### config.mk
export PLATFORM = sky130hd
export DESIGN_NAME = aes_inv_mixcol_iter
export DESIGN_NICKNAME = d
export VERILOG_FILES = /design/src/rtl/aes_inv_mixcol_iter.sv
export SDC_FILE = /design/constraint.sdc
export NUM_CORES = 1
export LEC_CHECK = 0
export CORE_MARGIN = 3
export CORE_UTILIZATION = 35
export CTS_BUF_LIST = sky130_fd_sc_hd__clkbuf_16
export CTS_CLUSTER_SIZE = 24
export DETAILED_ROUTE_END_ITERATION = 6
export DONT_BUFFER_PORTS = 1
export PLACE_DENSITY = 0.51
export SLEW_MARGIN = 40
export SYNTH_ARGS = -nofsm -noshare
export SYNTH_HDL_FRONTEND = slang
export SYNTH_SLANG_ARGS = --single-unit
### constraint.sdc
create_clock -name clk -period 3.8 [get_ports clk]
set_input_delay 0.57 -clock clk [delete_from_list [all_inputs] [get_ports clk]]
set_output_delay 0.57 -clock clk [all_outputs]
set_load 0.01 [all_outputs]
### src/rtl/aes_inv_mixcol_iter.sv
// Iterative AES InvMixColumns engine: captures a 128-bit state, rewrites it in
// place COLS_PER_CYCLE columns per clock, then holds the result until accepted.
//
// state | meaning
// IDLE  | waiting for a state, in_ready high
// BUSY  | transforming columns col_cnt .. col_cnt+COLS_PER_CYCLE-1 each clock
// DONE  | result held on out_state with out_valid high
module aes_inv_mixcol_iter #(
    parameter int COLS_PER_CYCLE = 1
) (
    input  logic         clk,
    input  logic         rst_n,
    input  logic         in_valid,
    output logic         in_ready,
    input  logic [127:0] in_state,
    output logic         out_valid,
    input  logic         out_ready,
    output logic [127:0] out_state,
    output logic         busy
);

    if (COLS_PER_CYCLE != 1 && COLS_PER_CYCLE != 2 && COLS_PER_CYCLE != 4) begin : g_bad_cols
        $error("aes_inv_mixcol_iter: COLS_PER_CYCLE must be 1, 2 or 4");
    end

    localparam logic [1:0] CNT_STEP = 2'(COLS_PER_CYCLE);
    localparam logic [1:0] CNT_LAST = 2'(4 - COLS_PER_CYCLE);

    typedef enum logic [1:0] {
        S_IDLE = 2'd0,
        S_BUSY = 2'd1,
        S_DONE = 2'd2
    } state_t;

    state_t        state_q;
    state_t        state_d;
    logic [127:0]  work_q;
    logic [127:0]  work_upd;
    logic [1:0]    col_cnt_q;
    logic [31:0]   col_out [COLS_PER_CYCLE];
    logic [1:0]    col_sel [COLS_PER_CYCLE];
    logic          capture;

    function automatic logic [7:0] xtime(input logic [7:0] b);
        return {b[6:0], 1'b0} ^ (b[7] ? 8'h1b : 8'h00);
    endfunction

    // 9/b/d/e multiples built from the x2, x4, x8 chain of each byte
    function automatic logic [31:0] inv_mix_col(input logic [31:0] col);
        logic [7:0] a  [4];
        logic [7:0] m9 [4];
        logic [7:0] mb [4];
        logic [7:0] md [4];
        logic [7:0] me [4];
        logic [7:0] x2;
        logic [7:0] x4;
        logic [7:0] x8;
        for (int i = 0; i < 4; i++) begin
            a[i]  = col[31-8*i -: 8];
            x2    = xtime(a[i]);
            x4    = xtime(x2);
            x8    = xtime(x4);
            m9[i] = x8 ^ a[i];
            mb[i] = x8 ^ x2 ^ a[i];
            md[i] = x8 ^ x4 ^ a[i];
            me[i] = x8 ^ x4 ^ x2;
        end
        return {me[0] ^ mb[1] ^ md[2] ^ m9[3],
                m9[0] ^ me[1] ^ mb[2] ^ md[3],
                md[0] ^ m9[1] ^ me[2] ^ mb[3],
                mb[0] ^ md[1] ^ m9[2] ^ me[3]};
    endfunction

    // Column c lives at bit offset (3-c)*32, i.e. {~c, 5'b0}
    for (genvar j = 0; j < COLS_PER_CYCLE; j++) begin : g_col
        logic [1:0]  idx;
        logic [31:0] col_in;
        assign idx        = col_cnt_q + 2'(j);
        assign col_in     = work_q[{~idx, 5'b0} +: 32];
        assign col_out[j] = inv_mix_col(col_in);
        assign col_sel[j] = idx;
    end

    always_comb begin
        work_upd = work_q;
        for (int j = 0; j < COLS_PER_CYCLE; j++) begin
            work_upd[{~col_sel[j], 5'b0} +: 32] = col_out[j];
        end
    end

    assign capture = in_valid && in_ready;

    always_ff @(posedge clk or negedge rst_n) begin
        if (!rst_n) begin
            state_q <= S_IDLE;
        end else begin
            state_q <= state_d;
        end
    end

    always_ff @(posedge clk or negedge rst_n) begin
        if (!rst_n) begin
            work_q    <= '0;
            col_cnt_q <= '0;
        end else if (capture) begin
            work_q    <= in_state;
            col_cnt_q <= '0;
        end else if (state_q == S_BUSY) begin
            work_q    <= work_upd;
            col_cnt_q <= col_cnt_q + CNT_STEP;
        end
    end

    always_comb begin
        state_d = state_q;
        unique case (state_q)
            S_IDLE: if (in_valid) state_d = S_BUSY;
            S_BUSY: if (col_cnt_q == CNT_LAST) state_d = S_DONE;
            S_DONE: if (out_ready) state_d = in_valid ? S_BUSY : S_IDLE;
            default: state_d = S_IDLE;
        endcase
    end

    // in_ready in DONE lets a new state enter on the same edge the result leaves
    always_comb begin
        in_ready  = 1'b0;
        out_valid = 1'b0;
        busy      = 1'b0;
        unique case (state_q)
            S_IDLE: in_ready = 1'b1;
            S_BUSY: busy = 1'b1;
            S_DONE: begin
                out_valid = 1'b1;
                in_ready  = out_ready;
            end
            default: ;
        endcase
    end

    assign out_state = work_q;

endmodule
**Word-level counts from Yosys, hierarchy flattened**

Index checks and enable logic that the tools add are counted.

- Reductions and logical operators: 4
- Mux-type cells: 25
- $add $sub $neg: 2
- Shifts and indexed selects: 3
- Equal/unequal tests: 6
- Bitwise gates (word level): 49

Operators by type and width:

| operator | number |
|---|---|
| $xor 8x8->8 | 36 |
| $mux 128 | 2 |
| $bwmux 128 | 1 |
| $shift 32x9->128 const A | 1 |
| $shiftx 128x8->32 | 1 |
| $shiftx 32x9->128 | 1 |
| $xor 8x5->8 | 12 |
| $mux 5 | 12 |
| $mux 2 | 5 |
| $neg 7->9 | 1 |
| $pmux 2 s3 | 1 |
| $eq 2x2->1 const B | 2 |
| $ne 2x2->1 const B | 2 |
| $mux 1 | 3 |
| $reduce_and 3->1 | 1 |
| $add 2x1->2 const B | 1 |
| $eq 2x1->1 const B | 1 |
| $logic_not 2->1 | 1 |
| $ne 2x1->1 const B | 1 |
| $not 2->2 | 1 |
| $pmux 1 s2 | 1 |
| $reduce_bool 2->1 | 1 |
| $logic_and 1x1->1 | 1 |

- Logic and storage cells: 92
- Register bits after elaboration: 132

**Logic depth before layout (Yosys ltp)**

Gate-level depths: netlist (run 1).

- Depth after elaboration: 17
- Depth in mapped cells: 11
- Gate-level depth less buffers: 6

**Worst setup path after synthesis (run 1)**

OpenSTA, ideal clock, no wires.

- Path type: register to register
- From: register col_cnt_q[0]
- To: register work_q[60], in the netlist out_state[60]
- Required time: 3.723 ns
- Path buffers: 2
- Cell stages (with the launch flop): 9
- Setup slack: 0.818 ns
- Arrival: 2.906 ns
- Period minus slack after synthesis: 2.982 ns
- Setup time: 0.077 ns
- Cell sequence: dfrtp_1 buf_6 mux4_1 buf_6 xnor3_1 xor3_2 xnor3_1 xnor3_2 o21ai_1

- Word-level cells in the longest chain between the ends: 15

Ends and longest elaborated chain:

| item | line | text |
|---|---|---|
| start: declaration | 39 | `logic [1:0] col_cnt_q;` |
| start signal: assignment | 110 | `col_cnt_q <= col_cnt_q + CNT_STEP;` |
| $not 2->2 * | 79, 87 |  |
| $shiftx 128x8->32 | 79 | `assign col_in = work_q[{~idx, 5'b0} +: 32];` |
| $xor 8x5->8 or $mux 5 (tied branches) (2 in a row) | 45 | `return {b[6:0], 1'b0} ^ (b[7] ? 8'h1b : 8'h00);` |
| $mux 5 or $xor 8x5->8 (tied branches) | 45 |  |
| $xor 8x5->8 | 45 |  |
| $xor 8x8->8 (on tied branches) (2 in a row) | 64, 65, 66 |  |
| $xor 8x8->8 (on tied branches) (3 in a row) | n/a |  |
| $shiftx 32x9->128 | 87 | `work_upd[{~col_sel[j], 5'b0} +: 32] = col_out[j];` |
| $bwmux 128 * | 87 |  |
| $mux 128 * | 108 | `end else if (state_q == S_BUSY) begin` |
| $mux 128 * | 105 | `end else if (capture) begin` |
| end signal: assignment | 106 | `work_q <= in_state;` |
| end signal: assignment | 109 | `work_q <= work_upd;` |
| end: declaration | 37 | `logic [127:0] work_q;` |

Mark *: on every way between the ends. The rest lies on a longest branch, timed or not. The select of a mux whose other input is x is not followed.
A chain may end at the register's enable or synchronous reset.

**Worst setup path in the final report (run 1)**

- From: register col_cnt_q[1]
- To: register work_q[57], in the netlist out_state[57]

The elaborated chain is that of the path after synthesis.

==> run metrics, run 1 <==
status=finished, violations left; failing checks=design-rule violations; FP Rows=56; largest net degree at the start of global routing=133; CTS H-tree lvls=4; worst skew pair latency=about 0.43 ns; Seq cells post-synth=between 100 and 150; Worst Setup End Kind=flip-flop; final period utilization=0.8907; Die W=between 150 and 200 µm; Worst EP arrival=about 3.7 ns; vias=approximately 6.2k; startpoint types=flip-flop; port buffer count=0; normalized max-slew margin=0.4650; initial antenna violation count=1; worst slew pin tran=roughly 0.8 ns; GRT Residual Overflow=0; Slew Limit Fails=0; num ports=around 260; post-cts resize count=0; first-pass GRT wire length=roughly 45 mm; drt total wl=30.92 mm; Clock Sink Count=132; Max Cap Viol=0; CTS tree=done; vias in the first global route=6737; Final min period=around 3.4 ns; Mapped Nets=about 830; share of layout cells above drive strength 1=0.1739; clock tree root buffer cell=clkbuf_16; Wirelength per Cell=30.43 µm; Clock Skew=between 0.015 and 0.02 ns; core footprint=23610 µm²; Netlist cell types=34; Die Y=about 160 µm; GRT Overall Usage=0.2352; Synth Instances=691; synthesized area=~8400 µm²; Hold Violations, Final=0; sequential fraction of the synthesis area=0.3912; Hold Path Class=in -> async; nets=~800; clk buf depth=2; CP Class=reg -> reg; gpl congestion=approximately 0.96; CTS buffer count=17; DRT antenna net count=0; Mapped Avg Cell Area=around 12 µm²; Residual DRC=2; DR iter-0 viols=slightly below 500; Largest stage delay, worst path=roughly 0.61 ns; endpoints failing setup=0; initial core utilization=0.3576; crit-path max FO=13; worst reg-to-reg setup slack=0.42 ns; die area=around 26000 µm²; Via density=between 6 and 7; Crit path required time=4.08 ns; Setup TNS=0 ns; dominant cell type by count on the critical path=xnor3_1; first drt pass iteration count=7; yosys warns=0; fmax=approximately 300 MHz; HPWL Detailed=22.83 mm; unrepaired setup endpoints after global routing=false; worst path cell trace=buf_4 > mux4_2 > xnor2_2 > xnor3_1 > xnor3_1 > xnor2_1 > o21ai_1; slowest CP cell=dfrtp_2; clock transition at the registers of the reported paths=approximately 0.070 ns; Fill cells=2257; area delta synth->final=11.79%
-- cell type report --
cell class,count,area (µm²),area share
Multi-Input combinational cell,498,4862,0.5150
Clock inverter,15,165.2,0.01749
Antenna cell,1,2.502,0.0002651
Tap cell,319,399.1,0.04228
Sequential cell,132,3306,0.3502
Clock buffer,17,425.4,0.04506
Inverter,2,7.507,0.0007952
Timing Repair Buffer,32,272.8,0.02889
-- cells in the final DEF (no fill, tap or decap), types with 2 or more instances in the layout --
cell type,instances
clkinvlp_4,3
nor2_1,4
bufinv_16,3
dfrtp_2,2
xor2_1,22
clkinv_2,3
clkbuf_16,17
a21oi_4,4
xor2_2,5
mux4_1,3
xnor2_2,8
o21ai_0,93
inv_1,2
clkinv_4,3
dfrtp_1,130
xor3_1,4
xnor2_4,5
nor2b_1,4
xnor3_1,27
xnor2_1,108
buf_4,30
o21ai_1,36
ha_1,4
clkinv_1,3
xnor3_2,3
nand4_1,2
a22oi_1,128
mux4_2,29
-- path summary, 6_finish.rpt --
path                         startpoint  cells past startpoint             to
setup reg to reg           col_cnt_q[1]                      7  out_state[57]
hold / removal                    rst_n                      1  out_state[37]
setup / recovery           col_cnt_q[1]                      7  out_state[57]
max in group asynchronous         rst_n                      1   col_cnt_q[0]
min in group clk           in_state[33]                      2  out_state[33]
hold reg to reg              state_q[0]                      1     state_q[1]
-- logic make-up (layout without fill, tap and decap cells) --
group                    Yosys count  after routing  share of synthesized area
flip-flops                       132            132                     0.3912
multiplexers                      32             32                    0.08668
XOR/XNOR                         184            184                     0.2741
AO/OA/AOI/OAI                    262            262                     0.1932
adder cells (fa/ha/maj)            4              4                   0.005927
buffers and inverters             61             66                    0.03867
other                              0              1                          0
AND/OR/NAND/NOR                   16             16                    0.01022
-- state kept, by name, indices dropped and copies added, names as in the netlist --
register / count
state_q: 2
out_state: 128
col_cnt_q: 2
-- what timing repair did --
| action | 4_1_cts | 5_1_grt |
|---|---|---|
| endpoints found under the hold margin | 132 | 0 |
| buffers inserted | 0 | 0 |
| hold buffers | 1 | 0 |
-- layer usage --
layer  wire length, µm  track usage
met1             12290       0.2984
met2             15500       0.3893
met3              2199      0.05591
met4               930      0.09386
met5                 0            0
-- worst max-delay path: cells and delay by family (launching register included) --
kind	cells	cell delay, ns
buffers and inverters	1	0.23
multiplexers	1	0.45
AO/OA/AOI/OAI	1	0.15
flip-flops	1	0.61
XOR/XNOR	4	1.80
-- Yosys cell counts (all sizes together) --
library cell / count / area, µm²
dfrtp: 132 / 3303
o21ai: 129 / 645.6
a22oi: 128 / 960.9
xnor2: 121 / 1214
clkbuf: 40 / 150.1
mux4: 32 / 732.0
xnor3: 30 / 679.4
xor2: 28 / 301.5
buf: 19 / 168.9
a21oi: 5 / 25.02
xor3: 5 / 120.1
ha: 4 / 50.05
nor2: 4 / 15.01
nor2b: 4 / 25.02
inv: 2 / 7.510
nand4: 2 / 12.51
and2: 1 / 6.260
nand2: 1 / 3.750
nand2b: 1 / 6.260
nand3: 1 / 5.000
or2: 1 / 6.260
or3: 1 / 6.260
-- stage by stage --
stage / instance area (µm²) / setup slack, ns / hold slack (ns) / std cells / utilization
after floorplan: 8444 / 0.8176 / 0.2744 / 691 / -
after global routing: 9440 / 0.2646 / 0.1541 / 1016 / 0.3998
after detailed placement: 8820 / 0.4122 / 0.2770 / 982 / 0.3735
after global placement: 8805 / 0.4529 / 0.2782 / 980 / 0.3729
after CTS: 9438 / 0.3972 / 0.1467 / 1015 / 0.3997
final: 9440 / 0.4152 / 0.04360 / 1016 / 0.3998
Power of run 1 is not shown: default switching activity piles up to over one toggle a cycle in this logic, so the estimate is an artifact.
==> run 2: changes to the inputs <==
==> constraint.sdc (replaced) <==
create_clock -name clk -period 3.85 [get_ports clk]
set_input_delay 0.5775 -clock clk [delete_from_list [all_inputs] [get_ports clk]]
set_output_delay 0.5775 -clock clk [all_outputs]
set_load 0.01 [all_outputs]
==> run metrics, run 2 (synthesized netlist as in run 1, its figures left out) <==
status=finished, final reports clean; Worst Setup End Kind=flip-flop; Hold Violations, Final=0; clock transition at the registers of the reported paths=~0.06 ns; clock tree root buffer cell=clkbuf_16; CTS H-tree lvls=4; fmax=about 280 MHz; Clock Sink Count=132; Hold Path Class=in -> async; drt total wl=around 31 mm; Crit path required time=between 4 and 5 ns; first drt pass iteration count=7; area delta synth->final=12.54%; Slew Limit Fails=0; Setup TNS=0 ns; CP Class=reg -> reg; max reg flops=128; Worst EP arrival=roughly 4 ns; GRT Residual Overflow=0; most frequent cells in the layout=dfrtp_1 (130), a22oi_1 (128), xnor2_1 (108); Die Y=roughly 160 µm; DR iter-0 viols=about 560; endpoints failing setup=0; worst path cell trace=buf_4 > mux4_2 > xnor3_1 > xor3_2 > xnor3_1 > xnor3_2 > o21ai_1; Residual DRC=0; die area=around 26000 µm²; Max Cap Viol=0; Post-Layout Cell Count=about 1.0k; final worst slack=approximately 0.25 ns; port buffer count=0; most common cell after layout, fill and taps aside=dfrtp_1; unrepaired setup endpoints after global routing=false; normalized max-slew margin=0.4198; final period utilization=0.9345; Wirelength per Cell=approximately 30 µm; Inst Count DP=986; Final min period=~3.6 ns; register area=about 3300 µm²; vias in the first global route=approximately 6.6k; core footprint=roughly 24000 µm²; Fill cells=between 2k and 2.5k; Post-CTS Setup Bufs=0; area of the multi-input gates=slightly below 5000 µm²; dominant cell type by count on the critical path=xnor3_1; worst skew pair latency=a little over 0.4 ns; GRT Overall Usage=0.2331; Largest stage delay, worst path=0.68 ns; share of layout cells above drive strength 1=0.1743; CTS tree=done; post-layout util=0.4024; vias=6236; nets=823; Via density=6.114; Die W=161.3 µm; gpl congestion=0.9226; CTS buffer count=17; HPWL Detailed=between 20 and 25 mm; initial antenna violation count=1; DRT antenna net count=0; FP Rows=56; initial core utilization=0.3576; first-pass GRT wire length=roughly 45 mm; clk buf depth=2; pre-CTS WS=0.2546 ns; largest net degree at the start of global routing=about 130; startpoint types=flip-flop; num ports=~260; slowest CP cell=dfrtp_2; crit-path max FO=13; worst slew pin tran=a little under 0.9 ns; Clock Skew=between 0.008 and 0.009 ns
[run 2: changes by cell type in the layout (fill, tap and decap cells not counted), sizes merged]
| cell | change |
|---|---|
| inv | +4 |
| clkinvlp | -1 |
| bufinv | +2 |
| buf | +4 |
| clkinv | -5 |
[run 2: path summary, 6_finish.rpt]
kind / slack [ns] / end / depth (start not counted) / from
setup / recovery: 0.25 / out_state[92] / 7 / col_cnt_q[0]
hold / removal: 0.13 / out_state[69] / 1 / rst_n
setup reg to reg: 0.25 / out_state[92] / 7 / col_cnt_q[0]
hold reg to reg: 0.53 / state_q[1] / 1 / state_q[0]
max in group asynchronous: 3.17 / col_cnt_q[0] / 1 / rst_n
min in group clk: 0.32 / out_state[94] / 2 / in_state[94]
[run 2: area by class of cell]
| class | count | area share |
|---|---|---|
| multi-input combinational | 498 | 0.5117 |
| sequential | 132 | 0.3479 |
| clock buffer | 17 | 0.04477 |
| tap | 319 | 0.04200 |
| timing repair buffer | 36 | 0.03186 |
| clock inverter | 15 | 0.02080 |
| inverter | 2 | 0.0007900 |
| antenna | 1 | 0.0002633 |
[run 2: critical path: cells and delay by family (launching register included)]
kind,cells,cell delay (ns)
buf+inv,1,0.31
compound gates,1,0.16
xor+xnor,4,1.67
mux,1,0.67
flops,1,0.68
[run 2: per-layer routing]
layer,vias to the layer above,track usage,wire length [µm]
met1,3267,0.2994,12330
met5,-,0,0
met3,46,0.05848,2224
met2,347,0.3851,15420
met4,0,0.08174,848
li1,2576,-,-
[run 2: metrics by stage]
step           hold WS [ns]  area [µm²]
6_report             0.1297        9503
5_1_grt              0.1630        9503
3_3_place_gp         0.2853        8850
4_1_cts              0.1572        9500
2_1_floorplan        0.2819        8444
3_5_place_dp         0.2842        8850
[run 2: timing repair]
item / 4_1_cts / 5_1_grt
hold buffers: 1 / 0
gates resized for setup: 0 / 0
endpoints found under the hold margin: 132 / 0
Power of run 2 is left out for the same reason.
